<file path="src/rtl/can_vend_ctrl.sv">
// rtl/can_vend_ctrl.sv - coin credit, vend/reload arbitration and motor/chute sequencing
// Drives the can counter with registered one-cycle load/dispense pulses.
module can_vend_ctrl #(
  parameter int PRICE        = 3,
  parameter int MOTOR_CYCLES = 4,
  parameter int DROP_TIMEOUT = 16
) (
  input  logic       i_clk,
  input  logic       i_rst_n,
  input  logic       i_coin,
  input  logic       i_vend_req,
  input  logic       i_svc_load,
  input  logic [7:0] i_svc_count,
  input  logic       i_can_empty,
  input  logic       i_chute_sensor,
  output logic       o_load,
  output logic [7:0] o_count,
  output logic       o_dispense,
  output logic       o_motor_on,
  output logic       o_vend_ok,
  output logic       o_vend_fail,
  output logic [7:0] o_credit,
  output logic       o_busy
);

  generate
    if (PRICE < 1 || PRICE > 255) begin : g_bad_price
      $error("can_vend_ctrl: PRICE must be in 1..255");
    end
  endgenerate

  localparam int         MCW    = $clog2(MOTOR_CYCLES + 1);
  localparam int         DCW    = $clog2(DROP_TIMEOUT + 1);
  localparam logic [7:0] PRICE8 = 8'(PRICE);
  localparam logic [8:0] PRICE9 = 9'(PRICE);

  typedef enum logic [1:0] {S_IDLE, S_DISP, S_MOTOR, S_WAIT_DROP} state_t;

  state_t           r_state, w_state_nxt;
  logic             r_load, w_load_nxt;
  logic [7:0]       r_count, w_count_nxt;
  logic             r_dispense, w_dispense_nxt;
  logic             r_motor_on, w_motor_on_nxt;
  logic             r_vend_ok, w_vend_ok_nxt;
  logic             r_vend_fail, w_vend_fail_nxt;
  logic [7:0]       r_credit, w_credit_nxt;
  logic             r_busy, w_busy_nxt;
  logic [MCW-1:0]   r_mcnt, w_mcnt_nxt;
  logic [DCW-1:0]   r_dcnt, w_dcnt_nxt;
  logic             r_hit, w_hit_nxt;
  logic [8:0]       w_credit9;

  always_ff @(posedge i_clk) begin
    if (!i_rst_n) begin
      r_state     <= S_IDLE;
      r_load      <= 1'b0;
      r_count     <= 8'd0;
      r_dispense  <= 1'b0;
      r_motor_on  <= 1'b0;
      r_vend_ok   <= 1'b0;
      r_vend_fail <= 1'b0;
      r_credit    <= 8'd0;
      r_busy      <= 1'b0;
      r_mcnt      <= '0;
      r_dcnt      <= '0;
      r_hit       <= 1'b0;
    end else begin
      r_state     <= w_state_nxt;
      r_load      <= w_load_nxt;
      r_count     <= w_count_nxt;
      r_dispense  <= w_dispense_nxt;
      r_motor_on  <= w_motor_on_nxt;
      r_vend_ok   <= w_vend_ok_nxt;
      r_vend_fail <= w_vend_fail_nxt;
      r_credit    <= w_credit_nxt;
      r_busy      <= w_busy_nxt;
      r_mcnt      <= w_mcnt_nxt;
      r_dcnt      <= w_dcnt_nxt;
      r_hit       <= w_hit_nxt;
    end
  end

  always_comb begin
    w_state_nxt     = r_state;
    w_load_nxt      = 1'b0;
    w_count_nxt     = r_count;
    w_dispense_nxt  = 1'b0;
    w_motor_on_nxt  = 1'b0;
    w_vend_ok_nxt   = 1'b0;
    w_vend_fail_nxt = 1'b0;
    w_mcnt_nxt      = r_mcnt;
    w_dcnt_nxt      = r_dcnt;
    w_hit_nxt       = r_hit;
    // 9-bit sum so a coin at 255 or a refund can be clamped afterwards
    w_credit9       = {1'b0, r_credit} + {8'd0, i_coin};

    case (r_state)
      S_IDLE: begin
        w_hit_nxt = 1'b0;
        if (i_svc_load) begin
          w_load_nxt  = 1'b1;
          w_count_nxt = i_svc_count;
        end else if (i_vend_req) begin
          // eligibility is judged on registered credit, ignoring a same-cycle coin
          if (r_credit >= PRICE8 && !i_can_empty) begin
            w_dispense_nxt = 1'b1;
            w_credit9      = w_credit9 - PRICE9;
            w_state_nxt    = S_DISP;
          end else begin
            w_vend_fail_nxt = 1'b1;
          end
        end
      end
      S_DISP: begin
        w_motor_on_nxt = 1'b1;
        w_mcnt_nxt     = MCW'(MOTOR_CYCLES);
        w_state_nxt    = S_MOTOR;
      end
      S_MOTOR: begin
        if (i_chute_sensor) w_hit_nxt = 1'b1;
        if (r_mcnt == MCW'(1)) begin
          w_dcnt_nxt  = DCW'(DROP_TIMEOUT);
          w_state_nxt = S_WAIT_DROP;
        end else begin
          w_motor_on_nxt = 1'b1;
          w_mcnt_nxt     = r_mcnt - MCW'(1);
        end
      end
      S_WAIT_DROP: begin
        // a can seen on the expiry cycle still counts as delivered
        if (i_chute_sensor || r_hit) begin
          w_vend_ok_nxt = 1'b1;
          w_state_nxt   = S_IDLE;
        end else if (r_dcnt == DCW'(1)) begin
          w_vend_fail_nxt = 1'b1;
          w_credit9       = w_credit9 + PRICE9;
          w_state_nxt     = S_IDLE;
        end else begin
          w_dcnt_nxt = r_dcnt - DCW'(1);
        end
      end
      default: w_state_nxt = S_IDLE;
    endcase

    w_credit_nxt = w_credit9[8] ? 8'hFF : w_credit9[7:0];
    w_busy_nxt   = (w_state_nxt != S_IDLE);
  end

  assign o_load      = r_load;
  assign o_count     = r_count;
  assign o_dispense  = r_dispense;
  assign o_motor_on  = r_motor_on;
  assign o_vend_ok   = r_vend_ok;
  assign o_vend_fail = r_vend_fail;
  assign o_credit    = r_credit;
  assign o_busy      = r_busy;

endmodule
</file>
<file path="config.mk">
export PLATFORM = sky130hd
export DESIGN_NAME = can_vend_ctrl
export DESIGN_NICKNAME = d
export VERILOG_FILES = /design/src/rtl/can_vend_ctrl.sv
export SDC_FILE = /design/constraint.sdc
export NUM_CORES = 1
export LEC_CHECK = 0
export ABC_AREA = 1
export CAP_MARGIN = 25
export CORE_MARGIN = 2
export CORE_UTILIZATION = 55
export CTS_BUF_LIST = sky130_fd_sc_hd__clkbuf_8
export DETAILED_ROUTE_END_ITERATION = 7
export PLACE_DENSITY = 0.84
export SYNTH_ARGS = -nofsm -noshare
export SYNTH_HDL_FRONTEND = slang
export SYNTH_SLANG_ARGS = --single-unit
</file>
<file path="constraint.sdc">
create_clock -name i_clk -period 2.15 [get_ports i_clk]
set_input_delay 0.43 -clock i_clk [delete_from_list [all_inputs] [get_ports i_clk]]
set_output_delay 0.43 -clock i_clk [all_outputs]
set_load 0.01 [all_outputs]
</file>
After elaboration in Yosys (flattened, before gate mapping):

Cells that the tools add are included.

* word-level logic and storage cells: 79
* flip-flop bits (word level): 33
* output and inout port bits: 22

* equality and inequality tests: 10
* multiplexer cells: 33
* reduce and logical (&&, ||, !) cells: 15
* add/subtract/negate cells: 5
* order comparisons: 1
* bitwise operators: 3

Operators by type and width (count)
* $mux W9: 5
* $pmux W9 S2: 1
* $mux W5: 3
* $mux W2: 6
* $mux W1: 10
* $ne A2 B2 Y1 const B: 5
* $pmux W5 S2: 1
* $reduce_and A2 Y1: 5
* $add A8 B1 Y9: 1
* $add A9 B2 Y9 const B: 1
* $sub A9 B2 Y9 const B: 1
* $ge A8 B2 Y1 const B: 1
* $mux W8: 1
* $pmux W2 S4: 1
* $reduce_bool A2 Y1: 4
* $pmux W1 S2: 3
* $pmux W3 S2: 1
* $eq A5 B1 Y1 const B: 1
* $sub A5 B1 Y5 const B: 1
* $eq A2 B2 Y1 const B: 2
* $reduce_and A4 Y1: 1
* $reduce_or A4 Y1: 1
* $eq A3 B1 Y1 const B: 1
* $mux W3: 1
* 7 further kinds: 9

Logic depth before layout (Yosys ltp):

* word-level depth: 7
* gate-level depth with buffers: 15
* depth with buffers taken out: 15

Least setup slack after synthesis:

OpenSTA, ideal clock, no wires.

* path type: register to register
* from: register r_credit[0], in the netlist o_credit[0]
* to: register r_credit[0], in the netlist o_credit[0]
* library setup time: 136 ps
* clock period less this slack: 2013 ps
* stages on the path, launching flop included: 14
* required time: 2014 ps
* path slack: 137 ps
* arrival time: 1877 ps
* path through: dfxtp_1 -> ha_1 -> inv_1 -> nand2_1 -> nand2_1 -> ha_1 -> nor3_2 -> nand3_1 -> nor2_4 -> nand3_1 -> nand3_2 -> nand2_2 -> nand2_4 -> a21oi_2

* word-level cells in the longest chain between the ends: 7

RTL lines
* start: declaration: line 46 `logic [7:0] r_credit, w_credit_nxt;`
* start signal: assignment: line 75 `r_credit <= w_credit_nxt;`
* $add A8 B1 Y9 or $ge A8 B2 Y1 (tied branches): line 95, 105
* $sub A9 B2 Y9 or $logic_and A1 B1 Y1 (tied branches): line 107, 105
* $mux W9: line 105 `if (r_credit >= PRICE8 && !i_can_empty) begin`
* $mux W9: line 103 `end else if (i_vend_req) begin`
* $mux W9: line 100 `if (i_svc_load) begin`
* $pmux W9 S2 *: line 97 `case (r_state)`
* $mux W8 *: line 145 `w_credit_nxt = w_credit9[8] ? 8'hFF : w_credit9[7:0];`

Mark *: on every way between the ends. The rest lies on a longest branch, timed or not.
A chain may end at the register's enable or synchronous reset.

Worst setup path after layout:

* from: input i_coin
* to: register r_credit[1], in the netlist o_credit[1]

* word-level cells in the longest chain between the ends: 7

RTL lines
* start: declaration: line 10 `input logic i_coin,`
* $add A8 B1 Y9 *: line 95 `w_credit9 = {1'b0, r_credit} + {8'd0, i_coin};`
* $sub A9 B2 Y9: line 107 `w_credit9 = w_credit9 - PRICE9;`
* $mux W9: line 105
* $mux W9: line 103
* $mux W9: line 100
* $pmux W9 S2 *: line 97
* $mux W8 *: line 145

Marked as above.

==> results.txt <==
die span in y -> 67.7 microns
PD cells -> 976 mW/mm^2
# rows -> 23
Worst Min Path Start -> r_mcnt[1]
WL final -> 5820 microns
vias in the first global route -> 2111
Worst Path Required -> 2.32 ns
Hold WC Path Type -> register to register
Synth Warn # -> 0
# setup viols final -> 0
fraction of registers with async set or reset after synthesis -> 0
initial antenna violation count -> 0
ys flop type -> dfxtp_1
Final Hold Viols -> 0
CTS tree -> yes
CTS root buf -> clkbuf_8
CP startpoint kind -> input pin
cts bufs inserted -> 5
Min-Delay Path Depth -> 2
layout cells sized above 1 -> 0.212
largest net degree at the start of global routing -> 16
DP Cell Count -> 451
Via density -> 5.23
RR Startpoint -> o_credit[0]
fin. max-slew vios -> 0
area grow syn2layout -> 33.8%
Slowest-stage cell, CP -> clkdlybuf4s15_1
detailed-route via count -> 2408
Fillers -> 320
run status -> completed
LEAKAGE -> 0.00131 uW
initial core utilization -> 0.566
CORE AREA -> 0.00394 sq mm
critical path's largest stage delay -> 0.22 ns
overall power -> 2910 uW
worst-path fanout max -> 8
Critical Path Start -> i_coin
crit end category -> register
EDFF count, synth -> 0
Synth Cell Area -> 0.00223 sq mm
worst relative slew slack -> 0.686
register area -> 663 sq um
Setup Skew -> 0.00669 ns
Final TNS setup -> 0 ns
# diodes -> 0
port buffer count -> 36
CP Depth -> 14
Top Family by Delay on Critical Path -> simple AND/OR/NAND/NOR gates
worst-path cell chain -> clkdlybuf4s15_1 -> ha_2 -> ha_2 -> inv_1 -> nand2_1 -> nand2_4 -> nor3_4 -> nand3_2 -> nor2_4 -> nand3_1 -> nand3_2 -> nand2_2 -> nand2_4 -> a21oi_2
Sinks on Clock Net -> 33
syn avg cell area -> 6.54 sq um
WL/cell -> 12.7 microns
CP Class -> input pin to register
Seq/Total Area, Yosys -> 0.296
Placer Congestion -> 0.861
1st-iter DRT viols -> 157
DPL Wire Length -> 4330 microns
clock tree buffer depth -> 2
CP arrival -> 2.23 ns
1st-pass router iterations -> 5
Final min period -> 2.06 ns
remaining global-route overflow -> 0
area of the multi-input gates -> 0.00140 sq mm
Max VDD drop -> 0.441 mV
Die ar. -> 0.00458 sq mm
Finished Layout Cells -> 460
Routed Antenna Nets -> 0
Worst Path Buf+Inv -> 2
Post-Syn Instances -> 341
Clock Pin Slew Worst Setup and Hold Paths -> 0.06 ns
Tcrit/Tclk final -> 0.958
FF-to-FF path depth -> 13
max_cap viols -> 0
die width -> 67.7 microns
worst skew pair latency -> 0.29 ns
#FFs+latches synth -> 33
IO Count -> 37
Residual DRC -> 0
first-pass GRT wire length -> 9140 microns
Nets -> 437
H-tree depth -> 2
fmax -> 0.485 GHz
Distinct cells, synth -> 37
syn nets -> 369
CTS Hold Buffers Added -> 0
Tot GR Track Use -> 0.262
Least-Margin Pin Slew -> 0.471 ns
per-layer routing:
layer | wire (microns) | track usage
met1 | 2510 | 0.331
met2 | 2840 | 0.444
met3 | 324 | 0.0450
met5 | 0 | 0
met4 | 148 | 0.0995
power by group:
group / switching [uW] / internal [uW]
registers: 112 / 723
logic: 907 / 725
clock network: 226 / 219
layout by cell type, fill, tap and decap left out, types with 2 or more instances in the layout:
cell             instances
o21ai_0                 24
nand3_1                 21
or2_2                    3
nor4_1                   2
clkdlybuf4s50_1         35
a21oi_2                  9
nand3_2                  7
nand2_1                 74
ha_1                     9
a21oi_1                 14
dfxtp_2                  2
clkbuf_8                 5
nor2_2                   9
inv_2                    5
ha_2                     4
o21ai_1                  4
clkinv_1                 2
nand2_4                  2
dfxtp_1                 31
nor2_1                  44
nor3_1                   4
inv_1                   43
nand2_2                  5
xnor2_1                  2
nand4_1                  3
buf_4                   31
o211ai_1                 3
worst min-delay path: stages, from the launching register on:
cell,delay [ns]
dfxtp_1,0.31
nand2_1,0.06
a21oi_1,0.05
state kept, by name (all words and copies together), names as in the netlist:
name	flops
o_busy	1
o_count	8
o_credit	8
o_dispense	1
o_load	1
o_motor_on	1
o_vend_fail	1
o_vend_ok	1
r_dcnt	5
r_hit	1
r_mcnt	3
r_state	2
synthesized netlist by cell type, types with 2 or more instances:
library cell	n	share of area
ha_1	13	0.073
o21ai_0	28	0.063
nor2_1	47	0.079
nand3_2	4	0.018
dfxtp_1	33	0.30
nand3_1	24	0.054
nand4_1	3	0.0084
nor3_1	4	0.0090
inv_2	3	0.0051
nor4_1	2	0.0056
or2_2	3	0.0084
nand2_2	5	0.014
nand2_1	75	0.13
o211ai_1	3	0.010
a21oi_2	8	0.031
a21oi_1	15	0.034
nor2_2	6	0.017
buf_6	2	0.010
clkinv_1	2	0.0034
inv_1	43	0.072
xnor2_1	2	0.0079
path summary, 6_finish.rpt:
check / endpoint / slack (ns)
worst max-delay path: o_credit[1] / 0.09
worst max register to register: o_credit[1] / 0.11
worst min register to register: r_mcnt[1] / 0.47
worst min-delay path: r_mcnt[1] / 0.47
layout make-up:
type	count	area share
sequential	33	0.222
clock buffer	5	0.0231
timing repair buffer	67	0.199
tap	50	0.0210
inverter	48	0.0604
multi-input combinational	254	0.469
clock inverter	3	0.00503
logic make-up after synthesis:
logic type                 share of synthesized area
adders and majority gates                     0.0730
DFF                                            0.296
and+or+nand+nor                                0.354
xor gates and xnor gates                     0.00786
AOI/OAI and AO/OA                              0.167
buffers and inverters                          0.102
repair_timing:
action,in CTS,in global routing
setup endpoints to repair,8,8
setup buffers,0,1
pin swaps,3,6
gates resized for setup,8,18
per-stage QoR:
step | hold WS [ns] | setup slack [ns] | utilization | area [sq um]
6_report | 0.465 | 0.0902 | 0.757 | 2980
3_3_place_gp | 0.456 | -0.426 | 0.718 | 2830
3_5_place_dp | 0.454 | -0.506 | 0.718 | 2830
5_1_grt | 0.506 | -0.00587 | 0.757 | 2980
4_1_cts | 0.464 | 0.0223 | 0.746 | 2940
2_1_floorplan | 0.443 | 0.137 | - | 2230
Note: power is estimated with default switching activity, not from simulation.
